$ cat config.mk
export PLATFORM = sky130hd
export DESIGN_NAME = instr_loader_encoder_flat
export DESIGN_NICKNAME = d
export VERILOG_FILES = /design/src/rtl/instr_loader_encoder_pkg.sv /design/src/rtl/instr_loader_encoder_if.sv /design/src/rtl/instr_loader_encoder_encode.sv /design/src/rtl/instr_loader_encoder.sv /design/src/flat_wrapper.sv
export SDC_FILE = /design/constraint.sdc
export NUM_CORES = 1
export LEC_CHECK = 0
export ABC_AREA = 0
export CAP_MARGIN = 20
export CORE_UTILIZATION = 37
export CTS_CLUSTER_DIAMETER = 40
export CTS_CLUSTER_SIZE = 24
export DETAILED_ROUTE_END_ITERATION = 7
export GPL_ROUTABILITY_DRIVEN = 0
export PLACE_DENSITY_LB_ADDON = 0.3
export REMOVE_ABC_BUFFERS = 1
export SYNTH_ARGS = -nofsm -noshare
export SYNTH_HDL_FRONTEND = slang
export SYNTH_SLANG_ARGS = --single-unit
$ cat constraint.sdc
create_clock -name i_clk -period 2.65 [get_ports i_clk]
set_clock_uncertainty 0.2 [all_clocks]
set_input_delay 0.53 -clock i_clk [delete_from_list [all_inputs] [get_ports i_clk]]
set_output_delay 0.53 -clock i_clk [all_outputs]
set_load 0.1 [all_outputs]
$ cat src/rtl/instr_loader_encoder_pkg.sv
// rtl/instr_loader_encoder_pkg.sv - ARM ISA field codes, error codes and loader FSM states
// Purpose: shared definitions for the instruction loader/encoder slice.
// Contents: op-class codes, DP command codes, condition codes, err_code values,
//           loader state enum, DP command legality helper.
package instr_loader_encoder_pkg;

    localparam logic [1:0] CLS_DP  = 2'b00;
    localparam logic [1:0] CLS_MEM = 2'b01;
    localparam logic [1:0] CLS_BR  = 2'b10;
    localparam logic [1:0] CLS_ILL = 2'b11;

    localparam logic [3:0] CMD_AND = 4'b0000;
    localparam logic [3:0] CMD_SUB = 4'b0010;
    localparam logic [3:0] CMD_ADD = 4'b0100;
    localparam logic [3:0] CMD_CMP = 4'b1010;
    localparam logic [3:0] CMD_ORR = 4'b1100;

    localparam logic [3:0] COND_EQ = 4'b0000;
    localparam logic [3:0] COND_AL = 4'b1110;

    localparam logic [1:0] ERR_NONE   = 2'b00;
    localparam logic [1:0] ERR_CLASS  = 2'b01;
    localparam logic [1:0] ERR_CMD    = 2'b10;
    localparam logic [1:0] ERR_VERIFY = 2'b11;

    typedef enum logic [1:0] {
        ST_IDLE = 2'b00,
        ST_WR   = 2'b01,
        ST_RD   = 2'b10,
        ST_CMP  = 2'b11
    } state_t;

    function automatic logic is_dp_cmd(input logic [3:0] cmd);
        return (cmd == CMD_AND) || (cmd == CMD_SUB) || (cmd == CMD_ADD) ||
               (cmd == CMD_CMP) || (cmd == CMD_ORR);
    endfunction

endpackage

$ cat src/rtl/instr_loader_encoder_if.sv
// rtl/instr_loader_encoder_if.sv - field-level instruction request bus
// Purpose: valid/ready request channel carrying ARM instruction fields.
// Signals: req_valid/req_ready handshake; req_class, req_cond, req_cmd, req_i,
//          req_s, req_l, req_rn, req_rd, req_src2, req_imm24 fields.
// Modports: master = request producer, slave = loader.
interface instr_loader_encoder_if;
    logic        req_valid;
    logic        req_ready;
    logic [1:0]  req_class;
    logic [3:0]  req_cond;
    logic [3:0]  req_cmd;
    logic        req_i;
    logic        req_s;
    logic        req_l;
    logic [3:0]  req_rn;
    logic [3:0]  req_rd;
    logic [11:0] req_src2;
    logic [23:0] req_imm24;

    modport master (
        output req_valid, req_class, req_cond, req_cmd, req_i, req_s, req_l,
               req_rn, req_rd, req_src2, req_imm24,
        input  req_ready
    );

    modport slave (
        input  req_valid, req_class, req_cond, req_cmd, req_i, req_s, req_l,
               req_rn, req_rd, req_src2, req_imm24,
        output req_ready
    );
endinterface

$ cat src/rtl/instr_loader_encoder_encode.sv
// rtl/instr_loader_encoder_encode.sv - combinational ARM DP/MEM/BR word encoder
// Purpose: turns request fields into a 32-bit machine word plus legality.
// Ports: i_class/i_cond/i_cmd/i_i/i_s/i_l/i_rn/i_rd/i_src2/i_imm24 fields in;
//        o_word encoded word, o_legal request legal, o_err_code error class.
module instr_loader_encoder_encode
    import instr_loader_encoder_pkg::*;
(
    input  logic [1:0]  i_class,
    input  logic [3:0]  i_cond,
    input  logic [3:0]  i_cmd,
    input  logic        i_i,
    input  logic        i_s,
    input  logic        i_l,
    input  logic [3:0]  i_rn,
    input  logic [3:0]  i_rd,
    input  logic [11:0] i_src2,
    input  logic [23:0] i_imm24,
    output logic [31:0] o_word,
    output logic        o_legal,
    output logic [1:0]  o_err_code
);

    logic       w_s;
    logic [3:0] w_rd;

    always_comb begin
        o_word     = 32'h0;
        o_legal    = 1'b1;
        o_err_code = ERR_NONE;
        w_s        = i_s;
        w_rd       = i_rd;
        case (i_class)
            CLS_DP: begin
                if (is_dp_cmd(i_cmd)) begin
                    // CMP only exists to set flags and has no destination.
                    if (i_cmd == CMD_CMP) begin
                        w_s  = 1'b1;
                        w_rd = 4'h0;
                    end
                    o_word = {i_cond, 2'b00, i_i, i_cmd, w_s, i_rn, w_rd, i_src2};
                end else begin
                    o_legal    = 1'b0;
                    o_err_code = ERR_CMD;
                end
            end
            // Offset-mode bit is inverted: immediate offsets encode as 0.
            // Pre-indexed, add, word, no writeback.
            CLS_MEM: o_word = {i_cond, 2'b01, ~i_i, 1'b1, 1'b1, 1'b0, 1'b0, i_l,
                               i_rn, i_rd, i_src2};
            CLS_BR:  o_word = {i_cond, 2'b10, 2'b10, i_imm24};
            default: begin
                o_legal    = 1'b0;
                o_err_code = ERR_CLASS;
            end
        endcase
    end

endmodule

$ cat src/rtl/instr_loader_encoder.sv
// rtl/instr_loader_encoder.sv - encodes field requests and writes them sequentially into imem
// Purpose: boot/self-test producer that fills instruction memory one word per request.
// Ports: i_clk, i_reset (async active-high), i_clear (sync restart), i_req (request bus slave),
//        o_imem_we/o_imem_addr/o_imem_wdata write port, i_imem_rdata readback,
//        o_count words written, o_full, o_err sticky, o_err_code first error.
// Config: LOADER_VERIFY_EN adds RD/CMP readback states comparing imem_rdata to the written word.
module instr_loader_encoder
    import instr_loader_encoder_pkg::*;
#(
    parameter int ADDR_W    = 6,
    parameter int DEPTH     = 64,
    parameter int BASE_ADDR = 0
) (
    input  logic                i_clk,
    input  logic                i_reset,
    input  logic                i_clear,
    instr_loader_encoder_if.slave i_req,
    output logic                o_imem_we,
    output logic [ADDR_W-1:0]   o_imem_addr,
    output logic [31:0]         o_imem_wdata,
    input  logic [31:0]         i_imem_rdata,
    output logic [ADDR_W:0]     o_count,
    output logic                o_full,
    output logic                o_err,
    output logic [1:0]          o_err_code
);

    state_t          r_state;
    state_t          w_next;
    logic [31:0]     r_wdata;
    logic [ADDR_W:0] r_count;
    logic            r_err;
    logic [1:0]      r_err_code;

    logic [31:0]     w_word;
    logic            w_legal;
    logic [1:0]      w_code;
    logic            w_accept;
    logic            w_full;
    logic            w_done;

    instr_loader_encoder_encode u_encode (
        .i_class    (i_req.req_class),
        .i_cond     (i_req.req_cond),
        .i_cmd      (i_req.req_cmd),
        .i_i        (i_req.req_i),
        .i_s        (i_req.req_s),
        .i_l        (i_req.req_l),
        .i_rn       (i_req.req_rn),
        .i_rd       (i_req.req_rd),
        .i_src2     (i_req.req_src2),
        .i_imm24    (i_req.req_imm24),
        .o_word     (w_word),
        .o_legal    (w_legal),
        .o_err_code (w_code)
    );

    assign w_full   = (r_count == (ADDR_W+1)'(DEPTH));
    assign w_accept = i_req.req_valid && i_req.req_ready;

`ifdef LOADER_VERIFY_EN
    assign w_done = (r_state == ST_CMP);
`else
    assign w_done = (r_state == ST_WR);
    logic w_unused_rdata;
    assign w_unused_rdata = ^i_imem_rdata;
`endif

    always_ff @(posedge i_clk or posedge i_reset) begin
        if (i_reset) r_state <= ST_IDLE;
        else         r_state <= w_next;
    end

    always_comb begin
        w_next = r_state;
        if (i_clear) begin
            w_next = ST_IDLE;
        end else begin
            case (r_state)
                // Illegal requests complete the handshake but never leave IDLE.
                ST_IDLE: if (w_accept && w_legal) w_next = ST_WR;
`ifdef LOADER_VERIFY_EN
                ST_WR:   w_next = ST_RD;
                ST_RD:   w_next = ST_CMP;
`endif
                default: w_next = ST_IDLE;
            endcase
        end
    end

    always_comb begin
        o_imem_we = (r_state == ST_WR);
        // Ready is withheld during clear so a request is never acknowledged and then dropped.
        i_req.req_ready = (r_state == ST_IDLE) && !w_full && !i_clear && !i_reset;
    end

    always_ff @(posedge i_clk or posedge i_reset) begin
        if (i_reset) begin
            r_wdata    <= 32'h0;
            r_count    <= '0;
            r_err      <= 1'b0;
            r_err_code <= ERR_NONE;
        end else if (i_clear) begin
            // A write in flight still lands; only the bookkeeping restarts.
            r_count    <= '0;
            r_err      <= 1'b0;
            r_err_code <= ERR_NONE;
        end else begin
            if (w_accept) begin
                if (w_legal) begin
                    r_wdata <= w_word;
                end else if (!r_err) begin
                    r_err      <= 1'b1;
                    r_err_code <= w_code;
                end
            end
`ifdef LOADER_VERIFY_EN
            if ((r_state == ST_CMP) && (i_imem_rdata != r_wdata) && !r_err) begin
                r_err      <= 1'b1;
                r_err_code <= ERR_VERIFY;
            end
`endif
            if (w_done) r_count <= r_count + (ADDR_W+1)'(1);
        end
    end

    assign o_imem_addr  = ADDR_W'(BASE_ADDR) + r_count[ADDR_W-1:0];
    assign o_imem_wdata = r_wdata;
    assign o_count      = r_count;
    assign o_full       = w_full;
    assign o_err        = r_err;
    assign o_err_code   = r_err_code;

endmodule

$ cat src/flat_wrapper.sv
// flat-port wrapper written by rule: the top's interface ports become plain ports
module instr_loader_encoder_flat import instr_loader_encoder_pkg::*;
#(
    parameter int ADDR_W    = 6,
    parameter int DEPTH     = 64,
    parameter int BASE_ADDR = 0
)
  (i_clk, i_reset, i_clear, o_imem_we, o_imem_addr, o_imem_wdata, i_imem_rdata, o_count, o_full, o_err, o_err_code, i_req_req_valid, i_req_req_class, i_req_req_cond, i_req_req_cmd, i_req_req_i, i_req_req_s, i_req_req_l, i_req_req_rn, i_req_req_rd, i_req_req_src2, i_req_req_imm24, i_req_req_ready);
  instr_loader_encoder_if i_req_i ();
  input  logic i_clk;
  input  logic i_reset;
  input  logic i_clear;
  output logic o_imem_we;
  output logic [ADDR_W-1:0] o_imem_addr;
  output logic [31:0] o_imem_wdata;
  input  logic [31:0] i_imem_rdata;
  output logic [ADDR_W:0] o_count;
  output logic o_full;
  output logic o_err;
  output logic [1:0] o_err_code;
  input wire logic [$bits(i_req_i.req_valid)-1:0] i_req_req_valid;
  input wire logic [$bits(i_req_i.req_class)-1:0] i_req_req_class;
  input wire logic [$bits(i_req_i.req_cond)-1:0] i_req_req_cond;
  input wire logic [$bits(i_req_i.req_cmd)-1:0] i_req_req_cmd;
  input wire logic [$bits(i_req_i.req_i)-1:0] i_req_req_i;
  input wire logic [$bits(i_req_i.req_s)-1:0] i_req_req_s;
  input wire logic [$bits(i_req_i.req_l)-1:0] i_req_req_l;
  input wire logic [$bits(i_req_i.req_rn)-1:0] i_req_req_rn;
  input wire logic [$bits(i_req_i.req_rd)-1:0] i_req_req_rd;
  input wire logic [$bits(i_req_i.req_src2)-1:0] i_req_req_src2;
  input wire logic [$bits(i_req_i.req_imm24)-1:0] i_req_req_imm24;
  output wire logic [$bits(i_req_i.req_ready)-1:0] i_req_req_ready;
  assign i_req_i.req_valid = i_req_req_valid;
  assign i_req_i.req_class = i_req_req_class;
  assign i_req_i.req_cond = i_req_req_cond;
  assign i_req_i.req_cmd = i_req_req_cmd;
  assign i_req_i.req_i = i_req_req_i;
  assign i_req_i.req_s = i_req_req_s;
  assign i_req_i.req_l = i_req_req_l;
  assign i_req_i.req_rn = i_req_req_rn;
  assign i_req_i.req_rd = i_req_req_rd;
  assign i_req_i.req_src2 = i_req_req_src2;
  assign i_req_i.req_imm24 = i_req_req_imm24;
  assign i_req_req_ready = i_req_i.req_ready;
  instr_loader_encoder #(.ADDR_W(ADDR_W), .DEPTH(DEPTH), .BASE_ADDR(BASE_ADDR)) u_core (.i_clk(i_clk), .i_reset(i_reset), .i_clear(i_clear), .i_req(i_req_i), .o_imem_we(o_imem_we), .o_imem_addr(o_imem_addr), .o_imem_wdata(o_imem_wdata), .i_imem_rdata(i_imem_rdata), .o_count(o_count), .o_full(o_full), .o_err(o_err), .o_err_code(o_err_code));
endmodule
==> impl_results.html, run 1 <==
<table>
<tr><th>Metric</th><th>Value</th></tr>
<tr><th colspan="2">Outcome</th></tr>
<tr><td>Status</td><td>complete, no violations</td></tr>
<tr><th colspan="2">Pwr</th></tr>
<tr><td>Reg power frac</td><td>0.294</td></tr>
<tr><td>Peak supply drop</td><td>0.598 mV</td></tr>
<tr><td>Fraction of power consumed by the clock network</td><td>0.172</td></tr>
<tr><td>Net switching component of the power</td><td>1.40 mW</td></tr>
<tr><td>Internal power contribution</td><td>1.48 mW</td></tr>
<tr><td>PwrDens</td><td>770 nW/um^2</td></tr>
<tr><td>Post-route total power</td><td>2.88 mW</td></tr>
<tr><td>Leakage power figure</td><td>1.78 nW</td></tr>
<tr><td>Combinational share of power</td><td>0.534</td></tr>
<tr><td>Switching Fraction</td><td>0.485</td></tr>
<tr><th colspan="2">Placement</th></tr>
<tr><td>Worst setup slack before clock tree synthesis</td><td>-365 ps</td></tr>
<tr><td>Number of input and output port buffers inserted</td><td>111</td></tr>
<tr><td>Placed wire-length estimate</td><td>4660 um</td></tr>
<tr><td>Placed instance count</td><td>392</td></tr>
<tr><td>Post-placement cell area</td><td>3550 um^2</td></tr>
<tr><th colspan="2">Worst setup path</th></tr>
<tr><td>Combined buffer and inverter count along the critical path</td><td>3</td></tr>
<tr><td>Setup crit start kind</td><td>register</td></tr>
<tr><td>Library cell contributing the largest single delay on the critical path</td><td>dfrtp_2</td></tr>
<tr><td>Reg2reg start</td><td>u_core.r_state[0]</td></tr>
<tr><td>Maximum net fanout on the critical path</td><td>6</td></tr>
<tr><td>CP required</td><td>1920 ps</td></tr>
<tr><td>Critical Path Stages</td><td>7</td></tr>
<tr><td>Nature of the critical path endpoint</td><td>output port</td></tr>
<tr><td>FF-to-FF setup slack</td><td>430 ps</td></tr>
<tr><td>Number of cells on the worst reg-to-reg path</td><td>5</td></tr>
<tr><td>Endpoint of the lowest-slack register-to-register path</td><td>u_core.o_imem_wdata[7]</td></tr>
<tr><td>Cells along the critical path</td><td>inv_1 -&gt; ha_1 -&gt; nor4b_4 -&gt; and2_1 -&gt; nor4_1 -&gt; buf_4 -&gt; buf_12</td></tr>
<tr><td>Cell class contributing the biggest share of worst-path delay</td><td>simple AND/OR/NAND/NOR gates</td></tr>
<tr><td>Worst Setup SP</td><td>u_core.o_count[1]</td></tr>
<tr><td>Type of the worst setup path</td><td>register to output port</td></tr>
<tr><td>Arrival time reported for the critical path endpoint</td><td>1800 ps</td></tr>
<tr><td>Critical path's largest stage delay</td><td>410 ps</td></tr>
<tr><td>Termination of the worst setup path</td><td>i_req_req_ready</td></tr>
<tr><th colspan="2">GRT</th></tr>
<tr><td>Maximum number of pins on one net before global-route repair</td><td>34</td></tr>
<tr><td>Sum of overflow across all layers after global routing</td><td>0</td></tr>
<tr><td>Global Route Usage Sum</td><td>0.191</td></tr>
<tr><td>Initial antenna violation count</td><td>0</td></tr>
<tr><td>First-pass GRT wire length</td><td>9540 um</td></tr>
<tr><td>Vias in the first global route</td><td>2000</td></tr>
<tr><th colspan="2">Final layout</th></tr>
<tr><td>Filler-free cell count of the finished design</td><td>402</td></tr>
<tr><td>Cell area after layout</td><td>3730 um^2</td></tr>
<tr><td>Antenna diodes</td><td>0</td></tr>
<tr><td>Area occupied by multi-input gates</td><td>1150 um^2</td></tr>
<tr><td>Most frequent cells in the layout</td><td>buf_4, clkdlybuf4s50_1, dfrtp_1, a22o_1, mux2_4</td></tr>
<tr><td>Layout cells sized above 1</td><td>0.394</td></tr>
<tr><td>Final nets</td><td>427</td></tr>
<tr><td>Most frequent standard cell in the layout excluding fill and tap cells</td><td>buf_4</td></tr>
<tr><td>Filler cell count</td><td>516</td></tr>
<tr><td>Layout overhead on the synthesized area</td><td>58.4%</td></tr>
<tr><td>Register Area</td><td>1080 um^2</td></tr>
<tr><th colspan="2">Logic synthesis</th></tr>
<tr><td>Number of instances in the synthesized netlist</td><td>195</td></tr>
<tr><td>Top cells by area, synth</td><td>dfrtp_1, mux2_4, a22o_1, ha_1, mux2_2</td></tr>
<tr><td>Async set or reset register ratio after synthesis</td><td>1.00</td></tr>
<tr><td>Number of distinct library cells after synthesis</td><td>46</td></tr>
<tr><td>Area of the mapped netlist</td><td>2360 um^2</td></tr>
<tr><td>Portion of synthesized cell area occupied by the leading cell type</td><td>0.456</td></tr>
<tr><td>Main synth FF type</td><td>dfrtp_1</td></tr>
<tr><td>Warnings, synthesis</td><td>0</td></tr>
<tr><td>Number of synthesized flops with an enable pin</td><td>0</td></tr>
<tr><td>Fraction of the yosys area taken by sequential cells</td><td>0.456</td></tr>
<tr><td>Post-synthesis average cell area</td><td>12.1 um^2</td></tr>
<tr><td>Largest area contributor in the synthesized netlist</td><td>dfrtp_1</td></tr>
<tr><td>Flip-flop and latch count after synthesis</td><td>43</td></tr>
<tr><th colspan="2">Floorplanning</th></tr>
<tr><td>Area of the die</td><td>6700 um^2</td></tr>
<tr><td>Starting utilization of the core area</td><td>0.391</td></tr>
<tr><td>Area of the placeable core</td><td>6030 um^2</td></tr>
<tr><td>Die Height</td><td>81.8 um</td></tr>
<tr><td>Row count</td><td>28</td></tr>
<tr><td>Die width</td><td>81.8 um</td></tr>
<tr><td>Number of placed I/O pins</td><td>144</td></tr>
<tr><th colspan="2">CTS</th></tr>
<tr><td>Total CTS buffers</td><td>5</td></tr>
<tr><td>Clock latency reported for the late side of the worst-skew pair</td><td>290 ps</td></tr>
<tr><td>Maximum buffer depth of the clock tree</td><td>2</td></tr>
<tr><td>Clock transition at the registers of the reported paths</td><td>80 ps</td></tr>
<tr><td>Post-CTS Hold Buffers</td><td>0</td></tr>
<tr><td>CTS tree</td><td>done</td></tr>
<tr><td>Sink count of the clock tree</td><td>43</td></tr>
<tr><td>CTS root buf</td><td>clkbuf_8</td></tr>
<tr><td>Count of H-tree levels built during CTS</td><td>2</td></tr>
<tr><th colspan="2">Worst hold path</th></tr>
<tr><td>Hold WC Path Type</td><td>register to register</td></tr>
<tr><th colspan="2">Drt</th></tr>
<tr><td>Overall via count from detail_route</td><td>2052</td></tr>
<tr><td>Routed length per instance</td><td>15.8 um</td></tr>
<tr><td>Iteration count of the initial detailed-routing pass</td><td>4</td></tr>
<tr><td>DRC errors left</td><td>0</td></tr>
<tr><td>Total Wirelength</td><td>6350 um</td></tr>
<tr><td>Vias per std cell</td><td>5.10</td></tr>
<tr><td>Initial drt markers</td><td>89</td></tr>
<tr><td>Antenna viol nets, final</td><td>0</td></tr>
<tr><th colspan="2">Timing</th></tr>
<tr><td>Max-Slew Margin vs Limit</td><td>0.755</td></tr>
<tr><td>RSZ-0062 raised after global routing</td><td>false</td></tr>
<tr><td>Final period util</td><td>0.955</td></tr>
<tr><td>Pin slew with the least headroom to its limit</td><td>366 ps</td></tr>
<tr><td>F_max</td><td>395 MHz</td></tr>
<tr><td>Max Transition Viols Final</td><td>0</td></tr>
<tr><td>Final number of setup-violating endpoints</td><td>0</td></tr>
<tr><td>Clock period minus final worst setup slack</td><td>2530 ps</td></tr>
<tr><td>Fin worst setup slack</td><td>119 ps</td></tr>
<tr><td>Hold violation count in the final report</td><td>0</td></tr>
<tr><th colspan="2">Flow run</th></tr>
<tr><td>Max-cap violations</td><td>0</td></tr>
</table>
==> how the worst min path moves through the flow <==
| stage | endpoint | slack (ps) | start | cells past startpoint |
|---|---|---|---|---|
| finish | u_core.o_imem_wdata[28] | 300 | u_core.o_imem_wdata[28] | 1 |
| global route | u_core.o_imem_wdata[28] | 300 | u_core.o_imem_wdata[28] | 1 |
| detailed placement | u_core.o_imem_wdata[28] | 280 | u_core.o_imem_wdata[28] | 1 |
| floorplan | u_core.o_count[5] | 390 | i_clear | 1 |
| CTS | u_core.o_imem_wdata[28] | 300 | u_core.o_imem_wdata[28] | 1 |
| global placement | u_core.o_imem_wdata[29] | 280 | u_core.o_imem_wdata[29] | 1 |
==> power by group through the flow <==
stage	Clock [mW]	Combinational (mW)	Sequential, mW
2_1_floorplan	0	0.240	1.74
3_3_place_gp	0	1.52	0.853
3_5_place_dp	0	1.53	0.855
4_1_cts	0.511	1.54	0.847
5_1_grt	0.539	1.58	0.863
6_report	0.495	1.54	0.846
==> final cells by class <==
| type | instances | area share |
|---|---|---|
| multi-input combinational | 126 | 0.308 |
| sequential | 43 | 0.288 |
| timing repair buffer | 138 | 0.329 |
| clock buffer | 6 | 0.0194 |
| clock inverter | 1 | 0.00804 |
| timing repair inverter | 3 | 0.00905 |
| tap | 75 | 0.0251 |
| inverter | 10 | 0.0134 |
==> timing repair <==
action                                  4_1_cts  5_1_grt
pin swaps                                     0        4
resized for setup                             3       11
endpoints found under the setup margin       26       26
setup buffers                                 0        0
cloned                                        0        3
==> Yosys cell counts (2+ instances only) <==
| library cell | number |
|---|---|
| a21oi_1 | 8 |
| a22o_1 | 20 |
| a31o_2 | 4 |
| a31oi_1 | 3 |
| a32o_1 | 4 |
| buf_12 | 2 |
| buf_4 | 6 |
| buf_6 | 2 |
| clkbuf_1 | 5 |
| dfrtp_1 | 43 |
| ha_1 | 7 |
| inv_1 | 9 |
| mux2_2 | 6 |
| mux2_4 | 19 |
| nand2_1 | 5 |
| nand2b_1 | 2 |
| nand4_1 | 3 |
| nor2_1 | 7 |
| nor2b_1 | 2 |
| o21ai_0 | 7 |
| o31ai_1 | 2 |
| or3_1 | 2 |
| or3b_2 | 2 |
| xor2_1 | 3 |
==> layer usage <==
metal | vias up | share of wire | track usage
met1 | 996 | 0.41 | 0.238
met3 | 14 | 0.043 | 0.0356
li1 | 983 | - | -
met4 | 0 | 0.023 | 0.0842
met5 | - | 0 | 0
met2 | 59 | 0.52 | 0.319
==> stage by stage <==
stage          hold slack [ps]   util  TNS, ps
6_report                   298  0.620        0
3_3_place_gp               280  0.588   -10630
4_1_cts                    302  0.608        0
2_1_floorplan              393      -   -33960
5_1_grt                    305  0.620        0
3_5_place_dp               283  0.588   -10520
==> flip-flops by register name, indices dropped and copies added, names as in the netlist <==
signal / flops
u_core.o_count: 7
u_core.o_err: 1
u_core.o_err_code: 2
u_core.o_imem_wdata: 32
u_core.r_state: 1
==> cells by family after synthesis <==
family,Yosys count,synth area share
buffers and inverters,26,0.0743
AO/OA/AOI/OAI,57,0.184
XOR/XNOR,4,0.0149
AND/OR/NAND/NOR,32,0.0801
multiplexers,26,0.154
adder cells (fa/ha/maj),7,0.0371
flip-flops,43,0.456
Note: power is estimated with default switching activity, not from simulation.
==> run 2: changes to the inputs <==
--- a/config.mk
+++ b/config.mk
@@ -7,7 +7,7 @@
 export LEC_CHECK = 0
 export ABC_AREA = 0
 export CAP_MARGIN = 20
-export CORE_UTILIZATION = 37
+export CORE_UTILIZATION = 34
 export CTS_CLUSTER_DIAMETER = 40
 export CTS_CLUSTER_SIZE = 24
 export DETAILED_ROUTE_END_ITERATION = 7
==> constraint.sdc (replaced) <==
create_clock -name i_clk -period 2.1 [get_ports i_clk]
set_clock_uncertainty 0.2 [all_clocks]
set_input_delay 0.42 -clock i_clk [delete_from_list [all_inputs] [get_ports i_clk]]
set_output_delay 0.42 -clock i_clk [all_outputs]
set_load 0.1 [all_outputs]
==> run 2 against run 1 <==
Compared with the run above:
- the run now ends with setup timing left
- sequential share of layout area decreased by 5.5 points
- count of clock-buffer cells in the layout decreased by 1
- critical path depth fell by 1
- register-to-register slack got worse by 540 ps
- total power increased by 43%
- clock power increased by 13%
- routed wire length is 10% higher
- critical endpoint unchanged
==> impl_results.html, run 2 (synthesized netlist as in run 1, its figures left out) <==
<table>
<tr><th>Metric</th><th>Value</th></tr>
<tr><th colspan="2">Pwr</th></tr>
<tr><td>Leakage power figure</td><td>2.05 nW</td></tr>
<tr><td>PwrDens</td><td>892 nW/um^2</td></tr>
<tr><td>Peak supply drop</td><td>0.792 mV</td></tr>
<tr><td>Post-route total power</td><td>4.11 mW</td></tr>
<tr><th colspan="2">Drt</th></tr>
<tr><td>Initial drt markers</td><td>52</td></tr>
<tr><td>DRC errors left</td><td>0</td></tr>
<tr><td>Iteration count of the initial detailed-routing pass</td><td>4</td></tr>
<tr><td>Total Wirelength</td><td>7010 um</td></tr>
<tr><td>Overall via count from detail_route</td><td>2142</td></tr>
<tr><td>Routed length per instance</td><td>16.6 um</td></tr>
<tr><td>Vias per std cell</td><td>5.08</td></tr>
<tr><td>Antenna viol nets, final</td><td>0</td></tr>
<tr><th colspan="2">GRT</th></tr>
<tr><td>Vias in the first global route</td><td>2246</td></tr>
<tr><td>Sum of overflow across all layers after global routing</td><td>0</td></tr>
<tr><td>Maximum number of pins on one net before global-route repair</td><td>17</td></tr>
<tr><td>Global Route Usage Sum</td><td>0.198</td></tr>
<tr><td>Initial antenna violation count</td><td>0</td></tr>
<tr><td>First-pass GRT wire length</td><td>11100 um</td></tr>
<tr><th colspan="2">Final layout</th></tr>
<tr><td>Layout overhead on the synthesized area</td><td>95.2%</td></tr>
<tr><td>Final nets</td><td>444</td></tr>
<tr><td>Antenna diodes</td><td>0</td></tr>
<tr><td>Most frequent cells in the layout</td><td>clkdlybuf4s50_1, buf_12, dfrtp_1, buf_4, mux2_4</td></tr>
<tr><td>Max FFs per register</td><td>32</td></tr>
<tr><td>Most frequent standard cell in the layout excluding fill and tap cells</td><td>clkdlybuf4s50_1</td></tr>
<tr><td>Filler-free cell count of the finished design</td><td>422</td></tr>
<tr><td>Layout cells sized above 1</td><td>0.455</td></tr>
<tr><th colspan="2">Timing</th></tr>
<tr><td>Clock period minus final worst setup slack</td><td>2250 ps</td></tr>
<tr><td>Pin slew with the least headroom to its limit</td><td>358 ps</td></tr>
<tr><td>Hold violation count in the final report</td><td>0</td></tr>
<tr><td>F_max</td><td>444 MHz</td></tr>
<tr><td>RSZ-0062 raised after global routing</td><td>true</td></tr>
<tr><td>Worst hold-check slack</td><td>157 ps</td></tr>
<tr><td>Fin worst setup slack</td><td>-150 ps</td></tr>
<tr><td>Final number of setup-violating endpoints</td><td>32</td></tr>
<tr><td>Max-Slew Margin vs Limit</td><td>0.761</td></tr>
<tr><td>Max Transition Viols Final</td><td>0</td></tr>
<tr><td>Setup TNS</td><td>-3190 ps</td></tr>
<tr><td>Final period util</td><td>1.07</td></tr>
<tr><th colspan="2">Worst setup path</th></tr>
<tr><td>Nature of the critical path endpoint</td><td>output port</td></tr>
<tr><td>Type of the worst setup path</td><td>register to output port</td></tr>
<tr><td>Setup crit start kind</td><td>register</td></tr>
<tr><td>Arrival time reported for the critical path endpoint</td><td>1630 ps</td></tr>
<tr><td>Maximum net fanout on the critical path</td><td>2</td></tr>
<tr><td>Cells along the critical path</td><td>inv_1 -&gt; ha_2 -&gt; nor4b_4 -&gt; and2_4 -&gt; nor4_4 -&gt; buf_12</td></tr>
<tr><td>Library cell contributing the largest single delay on the critical path</td><td>dfrtp_1</td></tr>
<tr><td>FF-to-FF setup slack</td><td>-110 ps</td></tr>
<tr><td>CP required</td><td>1480 ps</td></tr>
<tr><td>Critical path's largest stage delay</td><td>360 ps</td></tr>
<tr><th colspan="2">Floorplanning</th></tr>
<tr><td>Area of the placeable core</td><td>6530 um^2</td></tr>
<tr><td>Die Height</td><td>85.3 um</td></tr>
<tr><td>Die width</td><td>85.3 um</td></tr>
<tr><td>Row count</td><td>29</td></tr>
<tr><td>Area of the die</td><td>7270 um^2</td></tr>
<tr><td>Starting utilization of the core area</td><td>0.361</td></tr>
<tr><td>Number of placed I/O pins</td><td>144</td></tr>
<tr><th colspan="2">CTS</th></tr>
<tr><td>Clock transition at the registers of the reported paths</td><td>90 ps</td></tr>
<tr><td>Sink count of the clock tree</td><td>43</td></tr>
<tr><td>Count of H-tree levels built during CTS</td><td>2</td></tr>
<tr><td>CTS root buf</td><td>clkbuf_8</td></tr>
<tr><td>CTS tree</td><td>done</td></tr>
<tr><td>Maximum buffer depth of the clock tree</td><td>2</td></tr>
<tr><td>Clock latency reported for the late side of the worst-skew pair</td><td>310 ps</td></tr>
<tr><td>Post-CTS Hold Buffers</td><td>0</td></tr>
<tr><td>Total CTS buffers</td><td>5</td></tr>
<tr><th colspan="2">Outcome</th></tr>
<tr><td>Status</td><td>complete, but fails checks</td></tr>
<tr><td>Violated checks</td><td>setup timing</td></tr>
<tr><th colspan="2">Placement</th></tr>
<tr><td>Placed instance count</td><td>409</td></tr>
<tr><td>Worst setup slack before clock tree synthesis</td><td>-814 ps</td></tr>
<tr><td>Placed wire-length estimate</td><td>5100 um</td></tr>
<tr><td>Number of input and output port buffers inserted</td><td>111</td></tr>
<tr><th colspan="2">Flow run</th></tr>
<tr><td>Max-cap violations</td><td>0</td></tr>
<tr><th colspan="2">Worst hold path</th></tr>
<tr><td>Hold WC Path Type</td><td>input pin to asynchronous set/reset pin</td></tr>
</table>
==> run 2: what timing repair did <==
| action | CTS | global route |
|---|---|---|
| pin swaps | 9 | 5 |
| buffers inserted | 5 | 1 |
| cloned | 3 | 0 |
| endpoints found under the hold margin | 0 | 0 |
| setup endpoints to repair | 38 | 37 |
| gates resized for setup | 34 | 15 |
==> run 2: worst paths after layout <==
kind                                         startpoint                 endpoint  depth (start not counted)
max in group asynchronous                       i_reset   u_core.o_imem_wdata[2]                          4
worst min register to register  u_core.o_imem_wdata[30]  u_core.o_imem_wdata[30]                          1
worst max register to register        u_core.r_state[0]  u_core.o_imem_wdata[11]                          5
worst max-delay path                  u_core.o_count[0]          i_req_req_ready                          6
worst min-delay path                            i_reset  u_core.o_imem_wdata[23]                          3
min in group i_clk              u_core.o_imem_wdata[30]  u_core.o_imem_wdata[30]                          1
==> run 2: worst max-delay path: cells and delay by family, from the launching register on <==
kind / cells / cell delay, ps
fa+ha+maj: 1 / 170
simple gates: 3 / 520
flops: 1 / 360
buf+inv: 2 / 270
==> run 2: per-layer routing <==
layer	part of all wire	wire length, um	global-route usage
met1	0.42	2970	0.247
met2	0.52	3610	0.339
met3	0.047	327	0.0486
met4	0.014	98	0.0636
met5	0	0	0
==> run 2: area by class of cell <==
class | count | area [um^2]
repair buffers | 155 | 1980
fillers | 464 | 1930
multi-input cells | 126 | 1270
flip-flops and latches | 43 | 1080
well taps | 77 | 96.3
clock buffers | 5 | 68.8
inverters | 10 | 50.0
repair inverters | 3 | 33.8
clock inverters | 3 | 23.8
==> run 2: power by group <==
group          internal [mW]  leakage (nW)  switching [mW]
clock network          0.238        0.0408           0.322
logic                  0.971          1.43            1.42
registers              0.979         0.572           0.177
total                   2.19          2.05            1.92
==> run 2: through the flow <==
step	cell area, um^2	utilization
2_1_floorplan	2230	-
3_3_place_gp	4290	0.656
3_5_place_dp	4290	0.656
4_1_cts	4530	0.693
5_1_grt	4600	0.705
6_report	4600	0.705
==> patch (config.mk and constraints of run 1) <==
`ADDR_W` is set to 6 in 2 places; all go to 4.
--- a/src/rtl/instr_loader_encoder.sv
+++ b/src/rtl/instr_loader_encoder.sv
@@ -9,3 +9,3 @@
 #(
-    parameter int ADDR_W    = 6,
+    parameter int ADDR_W    = 4,
     parameter int DEPTH     = 64,
--- a/src/flat_wrapper.sv
+++ b/src/flat_wrapper.sv
@@ -3,3 +3,3 @@
 #(
-    parameter int ADDR_W    = 6,
+    parameter int ADDR_W    = 4,
     parameter int DEPTH     = 64,
Interface: changed (resized o_count and o_imem_addr); port bits go from 144 to 140. No check against the original RTL was run, so the function may have changed too.
==> patch against run 1 <==
Die area decreased by 5.7%; maximum frequency is 0.23% higher; design area down 5.5%; first-iteration DRC count fell by 53%; worst hold slack gained 0.012 ns; wire length decreased by 15%; global-route usage is 0.44 points lower; via count decreased by 4.9%; setup slack improved by 0.0058 ns; sequential cell count fell by 2; synthesized area is 5.9% lower; critical path type is now in -> reg; largest cell class unchanged.
Power is not compared: it rests on default switching activity, and its combinational part moved more than twofold at a synthesized area within 25%.
==> patch: results (changes against run 1) <==
first-pass GRT wire length 8.98 mm (-5.8%); CTS sink cnt 41 (-4.7%); status finished, final reports clean; fin area 3530 um^2 (-5.5%); Non-clk bufs 135 (-2.2%); Avg Inst Size Synth 10.4 um^2 (-14%); initial DRC count 42 (-53%); WL final 5.43 mm (-15%); Reg area 1030 um^2 (-4.6%); tap cells 72 (-4.0%); Compound-Gate Fraction of Synth Area 10.7% (-7.7 points); M2 GR Usage 32.2% (+0.32 points); Vias 1,951 (-4.9%); met2 WL 2.68 mm (-19%); M1 wire length 2.26 mm (-14%); Nets 441 (+3.3%); cts repair resizes 0 (-3); xor and xnor area share after synthesis 1.58% (+0.093 points); vias per inst 4.72 (-7.5%); dpl ws -0.172 ns (+0.193 ns); largest net degree at the start of global routing 42 (+24%); Layout fillers 505 (-2.1%); placed cells 405 (+3.3%); clkbuf count 7 (+1); met1 Usage GRT 21.7% (-2.1 points); register area share after synthesis 46.2% (+0.60 points); area of the multi-input gates 998 um^2 (-13%); met3 Usage GRT 5.60% (+2.0 points); most frequent cells after synthesis dfrtp_1 (41), mux2_2 (32), inv_1 (25); hpwl dp 4.11 mm (-12%); WL met3 372 um (+37%); Slew HR 64.3% (-11 points); crit-path max FO 23 (+17); CP arrival 2.50 ns (+0.70 ns); top post-synthesis cells by area dfrtp_1 (46%), mux2_2 (16%), o21ai_0 (4.7%); Inverters excl. clock 25 (+12); Cell variety after synth 36 (-22%); IO Port Bufs 107 (-3.6%); multi-input gates 132 (+4.8%); clk cell area share 3.30% (+0.55 points); Synth Area in Adders 4.51% (+0.80 points); Signal buf overhead 34.1% (+1.2 points)
[patch: cell types whose count changed after synthesis, moves of 3 or more]
| cell | run 1 | this run |
|---|---|---|
| o21ai_0 | 7 | 21 |
| a22o_1 | 20 | 4 |
| mux2_4 | 19 | 0 |
| a32o_1 | 4 | 1 |
| nor3b_1 | 0 | 4 |
| nand2_1 | 5 | 23 |
| inv_1 | 9 | 25 |
| a31o_2 | 4 | 1 |
| a21oi_1 | 8 | 5 |
| mux2_2 | 6 | 32 |
[patch: final timing paths]
check / startpoint / depth (start not counted) / slack [ns] / to
worst max-delay path: i_req_req_class[0] / 8 / 0.13 / u_core.o_imem_wdata[19]$_DFFE_PP0P_
min in group asynchronous: i_reset / 4 / 0.62 / u_core.o_imem_wdata[26]$_DFFE_PP0P_
worst min-delay path: u_core.o_imem_wdata[25]$_DFFE_PP0P_ / 1 / 0.31 / u_core.o_imem_wdata[25]$_DFFE_PP0P_
max in group asynchronous: i_reset / 4 / 1.23 / u_core.o_count[0]$_DFFE_PP0N_
worst min register to register: u_core.o_imem_wdata[25]$_DFFE_PP0P_ / 1 / 0.31 / u_core.o_imem_wdata[25]$_DFFE_PP0P_
worst max register to register: u_core.o_count[1]$_DFFE_PP0N_ / 8 / 0.36 / u_core.o_imem_wdata[19]$_DFFE_PP0P_
[patch: critical path, stage by stage]
cell and delay [ns]:
clkdlybuf4s50_1 0.47, buf_4 0.17, ha_1 0.19, o21bai_1 0.16, buf_4 0.15, nor3b_4 0.25
buf_12 0.22, mux2_2 0.35
[patch: power by group]
group          leakage [nW]  total, mW  internal [mW]  switching, mW
clock network        0.0585      0.519          0.307          0.211
logic                  1.15      0.435          0.171          0.264
registers             0.566      0.659          0.647         0.0111
total                  1.77       1.61           1.13          0.487
